===== src/rtl/arb_mux4_rr.sv =====
// ---------------------------------------------------------------------------
// mux4bit41
//   Plain 4-bit 4:1 bus mux. s2 chooses the pair (a/b or c/d) and s1 chooses
//   the word within that pair.
//
//   Ports:
//     a, b, c, d : 4-bit data words
//     s1         : 0 selects a/c, 1 selects b/d
//     s2         : 0 selects the a/b pair, 1 selects the c/d pair
//     y          : selected word (combinational)
// ---------------------------------------------------------------------------
module mux4bit41 (
    input  logic [3:0] a,
    input  logic [3:0] b,
    input  logic [3:0] c,
    input  logic [3:0] d,
    input  logic       s1,
    input  logic       s2,
    output logic [3:0] y
);

    // Two-level select: first resolve the word inside each pair, then
    // choose between the two pair results.
    logic [3:0] pair_ab;
    logic [3:0] pair_cd;

    always_comb begin
        pair_ab = s1 ? b : a;
        pair_cd = s1 ? d : c;
        y       = s2 ? pair_cd : pair_ab;
    end

endmodule

// ---------------------------------------------------------------------------
// arb_mux4_rr
//   Round-robin arbiter that owns the selects of a mux4bit41. One of four
//   requesters is granted at a time for at most HOLD_CYCLES cycles; the
//   selected word is registered together with a valid strobe and source tag.
//
//   Parameters:
//     WIDTH       : data width, fixed at 4 by the internal mux4bit41
//     HOLD_CYCLES : maximum tenure in cycles, 1..15
//
//   Ports:
//     clk        : clock, all state changes on the rising edge
//     rst_n      : asynchronous active-low reset
//     req[3:0]   : request lines, bit i belongs to a/b/c/d for i = 0/1/2/3
//     a, b, c, d : requester data words
//     gnt[3:0]   : registered one-hot grant, zero when idle
//     s1, s2     : registered mux selects, {s2,s1} is the owner index
//     y          : registered mux output
//     y_valid    : y was captured from an owner that was still requesting
//     y_src      : {s2,s1} at the time y was captured
//     busy       : arbiter is in the GRANT state
// ---------------------------------------------------------------------------
module arb_mux4_rr #(
    parameter int WIDTH       = 4,
    parameter int HOLD_CYCLES = 4
) (
    input  logic             clk,
    input  logic             rst_n,
    input  logic [3:0]       req,
    input  logic [WIDTH-1:0] a,
    input  logic [WIDTH-1:0] b,
    input  logic [WIDTH-1:0] c,
    input  logic [WIDTH-1:0] d,
    output logic [3:0]       gnt,
    output logic             s1,
    output logic             s2,
    output logic [WIDTH-1:0] y,
    output logic             y_valid,
    output logic [1:0]       y_src,
    output logic             busy
);

    typedef enum logic {
        IDLE  = 1'b0,
        GRANT = 1'b1
    } state_t;

    // Last tenure count value before the grant has to be released.
    localparam logic [3:0] CNT_LAST = 4'(HOLD_CYCLES - 1);

    state_t     state;
    state_t     state_next;
    logic [1:0] last;
    logic [1:0] last_next;
    logic [3:0] cnt;
    logic [3:0] cnt_next;
    logic [3:0] gnt_next;
    logic       s1_next;
    logic       s2_next;

    logic       pick_valid;
    logic [1:0] pick_idx;
    logic       tenure_end;
    logic [WIDTH-1:0] mux_y;

    // The mux is steered directly by the registered selects, so the word
    // seen here always belongs to the current owner (or the last one when
    // idle, since the selects hold their value).
    mux4bit41 u_mux (
        .a  (a),
        .b  (b),
        .c  (c),
        .d  (d),
        .s1 (s1),
        .s2 (s2),
        .y  (mux_y)
    );

    // Round-robin search starting just after the last owner. Scanning the
    // offsets from farthest (4, i.e. last itself) to nearest (1) lets the
    // nearest active requester overwrite earlier hits, so the final value is
    // the first one in round-robin order. The current owner only wins again
    // when nobody else is requesting.
    always_comb begin
        pick_valid = 1'b0;
        pick_idx   = last;
        for (int k = 4; k >= 1; k--) begin
            if (req[last + 2'(k)]) begin
                pick_valid = 1'b1;
                pick_idx   = last + 2'(k);
            end
        end
    end

    // A tenure ends either because the owner let go of its request or
    // because it has used up its full allotment of cycles. The owner is
    // always 'last', since a grant updates the pointer at the same edge.
    always_comb begin
        tenure_end = (req[last] == 1'b0) || (cnt == CNT_LAST);
    end

    // Next-state and next-output logic. Everything defaults to holding its
    // value; the selects in particular are never cleared on return to IDLE.
    always_comb begin
        state_next = state;
        last_next  = last;
        cnt_next   = cnt;
        gnt_next   = gnt;
        s1_next    = s1;
        s2_next    = s2;

        unique case (state)
            IDLE: begin
                if (pick_valid) begin
                    state_next = GRANT;
                    last_next  = pick_idx;
                    cnt_next   = 4'd0;
                    gnt_next   = 4'b0001 << pick_idx;
                    s1_next    = pick_idx[0];
                    s2_next    = pick_idx[1];
                end
            end

            GRANT: begin
                if (!tenure_end) begin
                    cnt_next = cnt + 4'd1;
                end else if (pick_valid) begin
                    // Hand over at this very edge so there is no idle gap.
                    last_next = pick_idx;
                    cnt_next  = 4'd0;
                    gnt_next  = 4'b0001 << pick_idx;
                    s1_next   = pick_idx[0];
                    s2_next   = pick_idx[1];
                end else begin
                    state_next = IDLE;
                    cnt_next   = 4'd0;
                    gnt_next   = 4'b0000;
                end
            end

            default: begin
                state_next = IDLE;
                gnt_next   = 4'b0000;
                cnt_next   = 4'd0;
            end
        endcase
    end

    // Arbiter state register. The pointer resets to 3 so that requester 0
    // is the first one considered after reset.
    always_ff @(posedge clk or negedge rst_n) begin
        if (!rst_n) begin
            state <= IDLE;
            last  <= 2'd3;
            cnt   <= 4'd0;
            gnt   <= 4'b0000;
            s1    <= 1'b0;
            s2    <= 1'b0;
        end else begin
            state <= state_next;
            last  <= last_next;
            cnt   <= cnt_next;
            gnt   <= gnt_next;
            s1    <= s1_next;
            s2    <= s2_next;
        end
    end

    // Output capture runs every cycle regardless of state. The word is only
    // marked valid when the granted requester was still asking for the bus
    // in the cycle the word was sampled, so a dropped request produces one
    // invalid capture.
    always_ff @(posedge clk or negedge rst_n) begin
        if (!rst_n) begin
            y       <= '0;
            y_src   <= 2'd0;
            y_valid <= 1'b0;
        end else begin
            y       <= mux_y;
            y_src   <= {s2, s1};
            y_valid <= |(gnt & req);
        end
    end

    // Busy simply reflects the registered state.
    always_comb begin
        busy = (state == GRANT);
    end

endmodule


===== config.mk =====
export PLATFORM = sky130hd
export DESIGN_NAME = arb_mux4_rr
export DESIGN_NICKNAME = d
export VERILOG_FILES = /design/src/rtl/arb_mux4_rr.sv
export SDC_FILE = /design/constraint.sdc
export NUM_CORES = 1
export LEC_CHECK = 0
export ABC_AREA = 1
export CAP_MARGIN = 20
export CORE_ASPECT_RATIO = 0.7
export CORE_MARGIN = 4
export CORE_UTILIZATION = 40
export DETAILED_ROUTE_END_ITERATION = 12
export HOLD_SLACK_MARGIN = 0.05
export PLACE_DENSITY_LB_ADDON = 0.1
export SYNTH_ARGS = -nofsm -noshare
export SYNTH_HDL_FRONTEND = slang
export SYNTH_SLANG_ARGS = --single-unit

===== constraint.sdc =====
create_clock -name clk -period 1.8 [get_ports clk]
set_clock_uncertainty 0.15 [all_clocks]
set_input_delay 0.18 -clock clk [delete_from_list [all_inputs] [get_ports clk]]
set_output_delay 0.18 -clock clk [all_outputs]
set_load 0.02 [all_outputs]

==> results of run 1 <==
## worst max path at each step
stage / startpoint / endpoint / slack (ns) / cells after the start
after floorplan: last[0]$_DFFE_PN1P_ / gnt[0]$_DFFE_PN0P_ / 0.13 / 10
final: last[0]$_DFFE_PN1P_ / gnt[0]$_DFFE_PN0P_ / -0.08 / 11
after detailed placement: req[0] / gnt[2]$_DFFE_PN0P_ / -0.05 / 12
after CTS: last[0]$_DFFE_PN1P_ / cnt[3]$_DFFE_PN0P_ / -0.01 / 10
after global placement: last[0]$_DFFE_PN1P_ / gnt[0]$_DFFE_PN0P_ / -0.01 / 9
after global routing: last[0]$_DFFE_PN1P_ / last[0]$_DFFE_PN1P_ / -0.14 / 9
## layout make-up
type                    instances  area [µm²]  share of cell area, %
well taps                      34        42.5                   2.40
clock buffers                   4        55.1                   3.11
repair buffers                 47         457                   25.8
multi-input cells             106         657                   37.1
flip-flops and latches         20         503                   28.4
inverters                      13        56.3                   3.18
## sequential cells by signal (all words and copies together) (netlist names)
register,flops
y_src,2
cnt,4
busy,1
last,2
y,4
y_valid,1
s2,1
gnt,4
s1,1
## report_power, final
group,switching [mW],leakage (nW),internal (mW)
clock,0.145,0.0288,0.195
sequential,0.155,0.242,0.668
combinational,1.40,0.580,1.01
## Yosys cell counts (all sizes together)
| library cell | n | area (µm²) |
|---|---|---|
| inv | 13 | 56.3 |
| dfrtp | 18 | 450 |
| nor2 | 13 | 77.6 |
| clkbuf | 1 | 3.75 |
| buf | 1 | 11.3 |
| o22ai | 4 | 25.0 |
| xnor2 | 1 | 8.76 |
| nand4 | 3 | 18.8 |
| nand3 | 8 | 40.0 |
| ha | 1 | 12.5 |
| xor2 | 1 | 8.76 |
| o21ai | 17 | 85.1 |
| a21oi | 5 | 40.0 |
| nand2 | 53 | 214 |
| dfstp | 2 | 52.6 |
## through the flow
step	utilization (%)	cells	hold WS (ns)
2_1_floorplan	-	141	-0.266
3_3_place_gp	59.9	214	0.335
3_5_place_dp	59.9	214	0.335
4_1_cts	67.4	223	0.113
5_1_grt	69.4	224	0.138
6_report	69.4	224	0.103
## routing by layer
metal	vias to the layer above	global-route usage, %	routed length [µm]
met2	41	29.4	1510
met3	0	5.98	252
met1	540	22.5	1320
li1	557	-	-
met4	0	5.94	0
met5	-	0	0
## critical path: cells and delay by family (launching register included)
family | cells | cell delay (ns)
DFF | 1 | 0.66
buffers and inverters | 1 | 0.07
and+or+nand+nor | 10 | 0.88
## cell families (layout without fill, tap and decap cells)
group	count (synthesis)	in the layout
buffers and inverters	15	64
AOI/OAI and AO/OA	26	26
adders and majority gates	1	1
and+or+nand+nor	77	77
xor gates and xnor gates	2	2
DFF	20	20
## timing repair
item / 4_1_cts / 5_1_grt
setup buffers: 5 / 1
pin swaps: 8 / 9
setup endpoints to repair: 9 / 12
gates resized for setup: 27 / 14
==> results.sh, run 1 <==
export IMPL_r2r_start="last[0]$_DFFE_PN1P_"
export IMPL_n_antenna_cell=0
export IMPL_root_buffer="clkbuf_8"
export IMPL_clkTransAtPathRegs_ns=0.07
export IMPL_grt_overflow=0
export IMPL_r2r_cells=11
export IMPL_path_class="flip-flop to flip-flop"
export IMPL_r2r_slack_ns=-0.08
export IMPL_ys_warn_count=0
export IMPL_wire_per_inst_um=13.7
export IMPL_place_gp_congestion=0.911
export IMPL_start_kind="flip-flop"
export IMPL_slew_viol_final=0
export IMPL_endpoint_kind="flip-flop"
export IMPL_final_setup_tns_ns=-0.380
export IMPL_detail_route_antenna_nets=0
export IMPL_antenna_found_initial=0
export IMPL_grt_pass1_wl_mm=5.19
export IMPL_insertion_delay_ns=0.26
export IMPL_vias=1138
export IMPL_clockBufferDepth=2
export IMPL_reg2reg_to="gnt[0]$_DFFE_PN0P_"
export IMPL_rows=15
export IMPL_crit_fanout=7
export IMPL_timing_fmax_mhz=532
export IMPL_synth_xor_area_share_pct=1.59
export IMPL_crit_chain="inv_8 -> nand2_2 -> nand2_2 -> nand2_2 -> nand2_2 -> nor2_4 -> nand2_4 -> nand2_2 -> nor2_4 -> nand2_1 -> nand2_1"
export IMPL_synth_area_mux_share_pct=0
export IMPL_power_leakage_nw=0.851
export IMPL_finalCritPeriodShare_pct=104
export IMPL_final_cell_mix="clkdlybuf4s50_1 (35), nand2_1 (28), nand2_2 (20), dfrtp_1 (18), buf_4 (10)"
export IMPL_place_hpwl_mm=2.28
export IMPL_portBuffers=35
export IMPL_synth_seq_cells=20
export IMPL_outcome="finished, violations left"
export IMPL_h_tree_depth=1
export IMPL_drive_gt1_share_pct=32.1
export IMPL_grt_max_degree=21
export IMPL_critical_path_slowest_cell="dfstp_2"
export IMPL_ios=36
export IMPL_arrival_ns=1.88
export IMPL_worstMarginPinSlew_ns=0.256
export IMPL_grt_setup_unrepaired="yes"
export IMPL_cts_hold_buf=0
export IMPL_cts_buffers=3
export IMPL_maxCapViolCount=0
export IMPL_grt_use_total_pct=18.0
export IMPL_floorplan_initialDensity_pct=43.3
export IMPL_dieHeight_um=52.0
export IMPL_cp_data_required_time_ns=1.80
export IMPL_fillers=213
export IMPL_die_w_um=70.8
export IMPL_syn_area_per_cell_um2=7.84
export IMPL_drtIter0Drc=83
export IMPL_synth_top_family_by_area="simple AND/OR/NAND/NOR gates"
export IMPL_cts_tree="built"
export IMPL_final_common_cell="clkdlybuf4s50_1"
export IMPL_synthAdderAreaFrac_pct=1.13
export IMPL_first_pass_iters=4
export IMPL_synth_cell_types=25
export IMPL_syn_nets=164
export IMPL_wirelength_mm=3.08
export IMPL_syn_inst=141
export IMPL_hp_class="primary input to async pin"
export IMPL_power_total_mw=3.57
export IMPL_finalWorstSetupSlack_ns=-0.0803
export IMPL_violations="setup timing"
export IMPL_placed_area_um2=1530
export IMPL_vias_per_cell=5.08
export IMPL_synth_area_um2=1100
export IMPL_die_area_um2=3680
export IMPL_synth_compound_area_share_pct=13.6
export IMPL_core_area_um2=2550
export IMPL_seq_area_frac_synth_pct=45.5
export IMPL_setup_viol=11
export IMPL_grt_pass1_vias=1155
export IMPL_area_delta_synth_final_pct=60.2
export IMPL_period_minus_slack_ns=1.88
export IMPL_hold_viol=0
export IMPL_vdd_ir_drop_max_uv=910
export IMPL_cts_sinks=20
export IMPL_drcViolationCount=0
export IMPL_max_slew_margin_pct=82.9
export IMPL_fin_area_um2=1770
export IMPL_crit_path_frequent_cell="nand2_2"
export IMPL_max_stage_delay_ns=0.66
export IMPL_place_ws_ns=-0.0520
export IMPL_fin_nets=214
export IMPL_powerDensity_nw_per_um2=2020
export IMPL_synth_simple_area_share_pct=31.7
Power figures use the tool's default switching activity.
==> run 2, diff against run 1 <==
Settings changed: REMOVE_ABC_BUFFERS set to 1.
==> results.sh, run 2 (synthesis results as in run 1) <==
export IMPL_p_int_mw=1.90
export IMPL_vdd_ir_drop_max_uv=1060
export IMPL_antenna_found_initial=0
export IMPL_cp_startpoint="last[0]$_DFFE_PN1P_"
export IMPL_fillers=192
export IMPL_finalCritPeriodShare_pct=103
export IMPL_switching_share_pct=48.0
export IMPL_wire_per_inst_um=14.3
export IMPL_drcViolationCount=0
export IMPL_crit_fanout=7
export IMPL_portBuffers=35
export IMPL_path_class="flip-flop to flip-flop"
export IMPL_slew_viol_final=0
export IMPL_place_hpwl_mm=2.18
export IMPL_top_regs="cnt (4), gnt (4), y (4)"
export IMPL_cts_sinks=20
export IMPL_die_w_um=70.8
export IMPL_p_switching_mw=1.76
export IMPL_grt_max_degree=21
export IMPL_h_tree_depth=1
export IMPL_ios=36
export IMPL_hp_class="primary input to async pin"
export IMPL_first_pass_iters=4
export IMPL_vias_per_cell=5.00
export IMPL_setup_viol=12
export IMPL_clockPowerShare_pct=7.8
export IMPL_timing_fmax_mhz=539
export IMPL_grt_pass1_vias=1012
export IMPL_grt_pass1_wl_mm=4.65
export IMPL_clkTransAtPathRegs_ns=0.07
export IMPL_hold_viol=0
export IMPL_pwr_share_seq_pct=22.6
export IMPL_dp_cells=213
export IMPL_dieHeight_um=52.0
export IMPL_core_area_um2=2550
export IMPL_clockBufferDepth=2
export IMPL_maxCapViolCount=0
export IMPL_endpoint_kind="flip-flop"
export IMPL_final_cell_mix="clkdlybuf4s50_1 (35), nand2_1 (26), nand2_2 (20), dfrtp_1 (18), buf_4 (14)"
export IMPL_root_buffer="clkbuf_8"
export IMPL_grt_overflow=0
export IMPL_placed_area_um2=1520
export IMPL_insertion_delay_ns=0.26
export IMPL_cts_tree="built"
export IMPL_vias=1135
export IMPL_rows=15
export IMPL_outcome="finished, violations left"
export IMPL_place_gp_congestion=0.918
export IMPL_grt_setup_unrepaired="yes"
export IMPL_drtIter0Drc=40
export IMPL_final_common_cell="clkdlybuf4s50_1"
export IMPL_area_delta_synth_final_pct=63.3
export IMPL_drive_gt1_share_pct=34.7
export IMPL_fin_area_um2=1800
export IMPL_violations="setup timing"
export IMPL_fin_nets=218
export IMPL_start_kind="flip-flop"
export IMPL_fin_util_pct=70.7
export IMPL_grt_use_total_pct=16.3
export IMPL_n_antenna_cell=0
export IMPL_floorplan_initialDensity_pct=43.3
export IMPL_wirelength_mm=3.25
export IMPL_period_minus_slack_ns=1.86
export IMPL_detail_route_antenna_nets=0
export IMPL_worstMarginPinSlew_ns=0.260
export IMPL_p_comb_share_pct=69.5
export IMPL_power_total_mw=3.67
export IMPL_finalWorstSetupSlack_ns=-0.0555
export IMPL_r2r_start="last[0]$_DFFE_PN1P_"
export IMPL_cp_data_required_time_ns=1.79
export IMPL_fin_cells=227
export IMPL_power_leakage_nw=0.867
export IMPL_cts_buffers=3
export IMPL_die_area_um2=3680
export IMPL_arrival_ns=1.85
export IMPL_max_slew_margin_pct=82.7
export IMPL_powerDensity_nw_per_um2=2030
[run 2: changes by cell type in the layout (fill, tap and decap cells not counted), sizes merged]
cell and change:
buf +4, clkbuf -1
[run 2: cell type report]
class | count | area, µm² | share of cell area, %
clock buffer | 3 | 41.3 | 2.29
inverter | 13 | 56.3 | 3.12
multi-input combinational | 106 | 683 | 37.9
sequential | 20 | 503 | 27.9
tap | 34 | 42.5 | 2.36
timing repair buffer | 51 | 478 | 26.5
[run 2: final timing paths]
check                      slack (ns)                   to  cells after the start
max                             -0.06   gnt[0]$_DFFE_PN0P_                     11
min                              0.11       y[0]$_DFF_PN0_                      2
max reg2reg                     -0.06   gnt[0]$_DFFE_PN0P_                     11
min reg2reg                      0.37   y_src[1]$_DFF_PN0_                      0
max in group asynchronous        1.12  last[0]$_DFFE_PN1P_                      2
min in group clk                 0.37   y_src[1]$_DFF_PN0_                      0
[run 2: power groups by stage]
| stage | Sequential, mW | Combinational, mW | Clock [mW] |
|---|---|---|---|
| after floorplan | 0.999 | 1.02 | 0 |
| after global placement | 0.835 | 1.84 | 0 |
| after detailed placement | 0.835 | 1.84 | 0 |
| after CTS | 0.825 | 1.95 | 0.298 |
| after global routing | 0.852 | 2.74 | 0.310 |
| final | 0.830 | 2.55 | 0.286 |
[run 2: critical path, stage by stage (launching register included)]
cell and delay, ns:
dfstp_2 0.67, inv_8 0.08, nand2_2 0.08, nand2_2 0.08, nand2_4 0.07, nand2_2 0.07, nor2_4 0.17, nand2_4 0.11
nand2_4 0.10, nor2_4 0.05, nand2_1 0.06, nand2_1 0.05
[run 2: through the flow]
step	hold WS, ns	setup slack, ns	TNS, ns
2_1_floorplan	-0.266	0.122	0
3_3_place_gp	0.335	-0.0507	-0.113
3_5_place_dp	0.336	-0.0452	-0.138
4_1_cts	0.115	-0.00853	-0.00853
5_1_grt	0.134	-0.134	-1.37
6_report	0.113	-0.0555	-0.429
[run 2: layer usage]
layer / vias to the layer above / GRT usage [%] / routed length (µm) / share of wire (%)
li1: 564 / - / - / -
met2: 36 / 26.5 / 1630 / 50
met1: 531 / 21.5 / 1360 / 42
met4: 0 / 3.13 / 16 / 0.49
met3: 4 / 5.21 / 241 / 7.4
met5: - / 0 / 0 / 0
[run 2: timing repair]
item / CTS / global route
endpoints found under the setup margin: 6 / 12
hold buffers: 0 / 0
gates resized for setup: 8 / 39
buffers inserted: 2 / 9
pin swaps: 3 / 9
==> run 3, diff against run 2 <==
Settings changed: CORE_MARGIN 4 to 3, PLACE_DENSITY set to 0.71, PLACE_DENSITY_LB_ADDON 0.1 to not set.
==> results.sh, run 3 (synthesis results as in run 1) <==
export IMPL_outcome="finished, violations left"
export IMPL_violations="setup timing"
export IMPL_die_w_um=68.8
export IMPL_place_hpwl_mm=2.31
export IMPL_dp_cells=215
export IMPL_timing_fmax_mhz=531
export IMPL_grt_setup_unrepaired="yes"
export IMPL_vias=1207
export IMPL_final_setup_tns_ns=-0.505
export IMPL_vias_per_cell=5.27
export IMPL_crit_fanout=4
export IMPL_worstMarginPinSlew_ns=0.250
export IMPL_top_regs="cnt (4), gnt (4), y (4)"
export IMPL_hp_class="primary input to async pin"
export IMPL_ios=36
export IMPL_drcViolationCount=0
export IMPL_grt_pass1_vias=1014
export IMPL_drive_gt1_share_pct=30.8
export IMPL_arrival_ns=1.92
export IMPL_vdd_ir_drop_max_uv=1080
export IMPL_root_buffer="clkbuf_8"
export IMPL_grt_overflow=0
export IMPL_dieHeight_um=50.0
export IMPL_finalCritPeriodShare_pct=105
export IMPL_grt_max_degree=21
export IMPL_fillers=188
export IMPL_h_tree_depth=1
export IMPL_cts_buffers=3
export IMPL_floorplan_initialDensity_pct=43.3
export IMPL_endpoint_kind="flip-flop"
export IMPL_grt_use_total_pct=19.5
export IMPL_first_pass_iters=6
export IMPL_period_minus_slack_ns=1.88
export IMPL_n_antenna_cell=0
export IMPL_finalWorstSetupSlack_ns=-0.0815
export IMPL_insertion_delay_ns=0.26
export IMPL_cp_data_required_time_ns=1.84
export IMPL_area_delta_synth_final_pct=66.3
export IMPL_wire_per_inst_um=14.5
export IMPL_clockBufferDepth=2
export IMPL_placed_area_um2=1540
export IMPL_powerDensity_nw_per_um2=2040
export IMPL_power_leakage_nw=0.897
export IMPL_maxCapViolCount=0
export IMPL_hold_viol=0
export IMPL_core_area_um2=2550
export IMPL_cts_sinks=20
export IMPL_grt_pass1_wl_mm=4.89
export IMPL_fin_cells=229
export IMPL_start_kind="flip-flop"
export IMPL_drtIter0Drc=81
export IMPL_fin_util_pct=72.0
export IMPL_cts_hold_buf=0
export IMPL_path_class="flip-flop to flip-flop"
export IMPL_r2r_slack_ns=-0.08
export IMPL_clkTransAtPathRegs_ns=0.07
export IMPL_place_gp_congestion=0.890
export IMPL_die_area_um2=3440
export IMPL_slew_viol_final=0
export IMPL_fin_nets=219
export IMPL_max_slew_margin_pct=83.3
export IMPL_r2r_cells=11
export IMPL_final_common_cell="clkdlybuf4s50_1"
export IMPL_power_total_mw=3.75
export IMPL_fin_area_um2=1840
export IMPL_rows=15
export IMPL_portBuffers=35
export IMPL_antenna_found_initial=0
export IMPL_setup_viol=13
export IMPL_cts_tree="built"
export IMPL_wirelength_mm=3.31
export IMPL_detail_route_antenna_nets=0
export IMPL_final_cell_mix="clkdlybuf4s50_1 (35), nand2_1 (30), dfrtp_1 (18), buf_4 (13), nand2_2 (12)"
-- run 3: changes by cell type in the layout (fill, tap and decap cells not counted), sizes merged --
cell	change
clkbuf	+1
buf	+1
-- run 3: path summary, 6_finish.rpt --
kind | start | endpoint
worst max-delay path | last[0]$_DFFE_PN1P_ | gnt[3]$_DFFE_PN0P_
worst min-delay path | rst_n | cnt[2]$_DFFE_PN0P_
worst max register to register | last[0]$_DFFE_PN1P_ | gnt[3]$_DFFE_PN0P_
worst min register to register | cnt[1]$_DFFE_PN0P_ | cnt[1]$_DFFE_PN0P_
max in group asynchronous | rst_n | last[1]$_DFFE_PN1P_
min in group clk | cnt[1]$_DFFE_PN0P_ | cnt[1]$_DFFE_PN0P_
-- run 3: metrics by stage --
stage,hold slack (ns),worst slack (ns)
2_1_floorplan,-0.266,0.122
3_3_place_gp,0.335,-0.0111
3_5_place_dp,0.343,-0.0404
4_1_cts,0.121,-0.0318
5_1_grt,0.127,-0.132
6_report,0.114,-0.0815
-- run 3: timing repair --
action	in CTS	in global routing
buffers inserted	5	5
pin swaps	9	13
setup endpoints to repair	10	13
resized for setup	18	23
-- run 3: worst max-delay path, stage by stage (launching register included) --
cell and delay (ns):
dfstp_2 0.60, buf_4 0.13, buf_6 0.09, nand2_1 0.08, nand2_4 0.10, nand2_4 0.06
nand2_1 0.06, inv_1 0.06, a21oi_2 0.11, buf_4 0.14, nand4_1 0.14, nand2_1 0.10
-- run 3: area by class of cell --
class	instances	area, µm²	area share, %
Clock buffer	4	55.1	3.00
Inverter	13	56.3	3.07
Multi-Input combinational cell	106	669	36.4
Sequential cell	20	503	27.4
Tap cell	34	42.5	2.32
Timing Repair Buffer	52	510	27.8
-- run 3: power breakdown --
part           internal [mW]  switching, mW  total, mW
clock                  0.194          0.140      0.334
sequential             0.668          0.145      0.814
combinational           1.13           1.48       2.60
total                   1.99           1.76       3.75
-- run 3: layer usage --
metal / GRT usage (%) / up-vias / routed length, µm
met1: 29.2 / 564 / 1480
met4: 3.88 / 0 / 31
met3: 4.78 / 10 / 259
met2: 28.2 / 65 / 1550
met5: 0 / - / 0
li1: - / 568 / -
==> edit (flow settings as in run 3) <==
Reset style: synchronous (`rst_n`), changed in 2 clocked blocks. Comments in the files are not updated.
--- a/src/rtl/arb_mux4_rr.sv
+++ b/src/rtl/arb_mux4_rr.sv
@@ -184,3 +184,3 @@
     // is the first one considered after reset.
-    always_ff @(posedge clk or negedge rst_n) begin
+    always_ff @(posedge clk) begin
         if (!rst_n) begin
@@ -206,3 +206,3 @@
     // invalid capture.
-    always_ff @(posedge clk or negedge rst_n) begin
+    always_ff @(posedge clk) begin
         if (!rst_n) begin
Formal check against the unedited RTL: differs if rst_n is asserted again (counterexample within 4 cycles, from zero or initial values and one cycle with rst_n low); with rst_n held inactive, the same outputs for 10 cycles.
==> edit against run 3 <==
- cell area shrank 8.6%
- synthesized cell count grew 14%
- power shrank 23%
- routed wire length shrank 1.8%
- non-clock buffer count shrank 7
- critical path type unchanged
- critical path depth shrank 2
- sequential cell count is the same
- area after synthesis shrank 1.0%
- global-route usage grew 0.97 points
- setup slack gained 0.17 ns
==> edit: results <==
export IMPL_antenna_cells=0
export IMPL_grt_pass1_wl_um=5290
export IMPL_drive_above_1_share_pct=24.3
export IMPL_routed_wirelength_um=3250
export IMPL_placed_area_um2=1540
export IMPL_syn_inst=161
export IMPL_drt_iter0_drc=81
export IMPL_r2r_slack_ns=0.08
export IMPL_dp_slack_ns=-0.0993
export IMPL_h_tree_depth=1
export IMPL_num_nets_final=230
export IMPL_yosysWarnings=0
export IMPL_antenna_found_initial=0
export IMPL_hold_depth=2
export IMPL_grtUsageTotal_pct=20.4
export IMPL_cts_buffers=3
export IMPL_reg_largest_list="cnt x4, gnt x4, y x4"
export IMPL_synth_area_top_cells="dfxtp_1 (37%), nand2_1 (13%), nand2_2 (8.0%)"
export IMPL_async_reset_ff_share_pct=0
export IMPL_max_stage_delay_ns=0.33
export IMPL_slew_headroom_pct=64.8
export IMPL_r2r_start="last[0]$_SDFFE_PN1P_"
export IMPL_synthTopCellsByCount="nand2_1 (39), dfxtp_1 (20), nor2_1 (17)"
export IMPL_p_leak_nw=0.755
export IMPL_num_vias=1189
export IMPL_dp_hpwl_um=2380
export IMPL_clockRootBuffer="clkbuf_8"
export IMPL_first_global_vias=1126
export IMPL_arrival_ns=1.76
export IMPL_clock_path_buffers=2
export IMPL_min_path_type="flip-flop to flip-flop"
export IMPL_status="finished clean"
export IMPL_slowest_stage="dfxtp_2"
export IMPL_fillers=216
export IMPL_io_buffers=35
export IMPL_clk_pin_slew_ns=0.07
export IMPL_peakVddDrop_mv=0.918
export IMPL_min_delay_start="cnt[1]$_SDFFE_PN0P_"
export IMPL_worst_r2r_cell_count=9
export IMPL_cp_max_fo=8
export IMPL_dp_cells=236
export IMPL_synth_cell_type_count=23
export IMPL_hold_path_end="cnt[1]$_SDFFE_PN0P_"
export IMPL_grt_max_degree=15
export IMPL_gp_congestion=0.832
export IMPL_worstSkewPairLatency_ns=0.26
export IMPL_routed_via_density=4.95
export IMPL_dr_pass1_iters=4
export IMPL_yosysSeqAreaShare_pct=36.6
export IMPL_r2r_end="gnt[3]$_SDFFE_PN0P_"
## edit: cell count changes after synthesis, sizes merged, moves of 5 or more
cell | before | now
a21oi | 5 | 18
dfrtp | 18 | 0
dfxtp | 0 | 20
inv | 13 | 18
nor2 | 13 | 19
o21ai | 17 | 11
## edit: worst max-delay path by stage
stage | startpoint | depth (start not counted) | end | slack, ns
floorplan | last[0]$_SDFFE_PN1P_ | 8 | gnt[1]$_SDFFE_PN0P_ | 0.15
global placement | req[3] | 11 | gnt[3]$_SDFFE_PN0P_ | -0.02
detailed placement | req[1] | 11 | gnt[0]$_SDFFE_PN0P_ | -0.1
CTS | last[1]$_SDFFE_PN1P_ | 11 | gnt[3]$_SDFFE_PN0P_ | 0.07
global route | last[0]$_SDFFE_PN1P_ | 9 | gnt[2]$_SDFFE_PN0P_ | 0.004
finish | last[0]$_SDFFE_PN1P_ | 9 | gnt[3]$_SDFFE_PN0P_ | 0.08
## edit: worst max-delay path, delay by kind of cell (launching register included)
| family | cells | cell delay, ns |
|---|---|---|
| flip-flops | 1 | 0.33 |
| buffers and inverters | 3 | 0.34 |
| AO/OA/AOI/OAI | 2 | 0.43 |
| AND/OR/NAND/NOR | 4 | 0.40 |
## edit: what timing repair did
item | 4_1_cts | 5_1_grt
buffers inserted | 0 | 0
gates resized for setup | 0 | 18
endpoints found under the setup margin | 0 | 7
## edit: power breakdown
group	internal, W	switching [W]	leakage [nW]	total (W)
logic	0.000734	0.00101	0.555	0.00174
registers	0.000585	0.000110	0.164	0.000695
clock network	0.000297	0.000150	0.0357	0.000447
## edit: kinds of logic (layout without fill, tap and decap cells)
kind of cell | after synthesis | after routing | synth area share, %
fa+ha+maj | 1 | 1 | 1.14
simple gates | 84 | 84 | 35.1
flops | 20 | 20 | 36.6
compound gates | 33 | 33 | 16.7
buf+inv | 22 | 67 | 9.61
xor+xnor | 1 | 1 | 0.801
## edit: area by class of cell
class	count	area [um2]	share of cell area [%]
well taps	34	42.5	2.53
clock inverters	1	30.0	1.79
flip-flops and latches	20	403	24.0
repair buffers	45	442	26.3
multi-input cells	119	646	38.5
inverters	18	75.1	4.47
clock buffers	3	41.3	2.46
## edit: routing by layer
metal	vias to the layer above	part of all wire, %	global-route usage, %
met5	-	0	0
met4	0	0.89	4.95
met3	5	4.4	5.92
met2	21	48	30.1
met1	556	47	29.0
li1	607	-	-
## edit: per-stage QoR
stage	util, %	hold slack, ns
floorplan	-	0.128
global placement	60.9	0.315
detailed placement	60.9	0.335
CTS	63.8	0.346
global route	66.3	0.368
finish	66.3	0.347
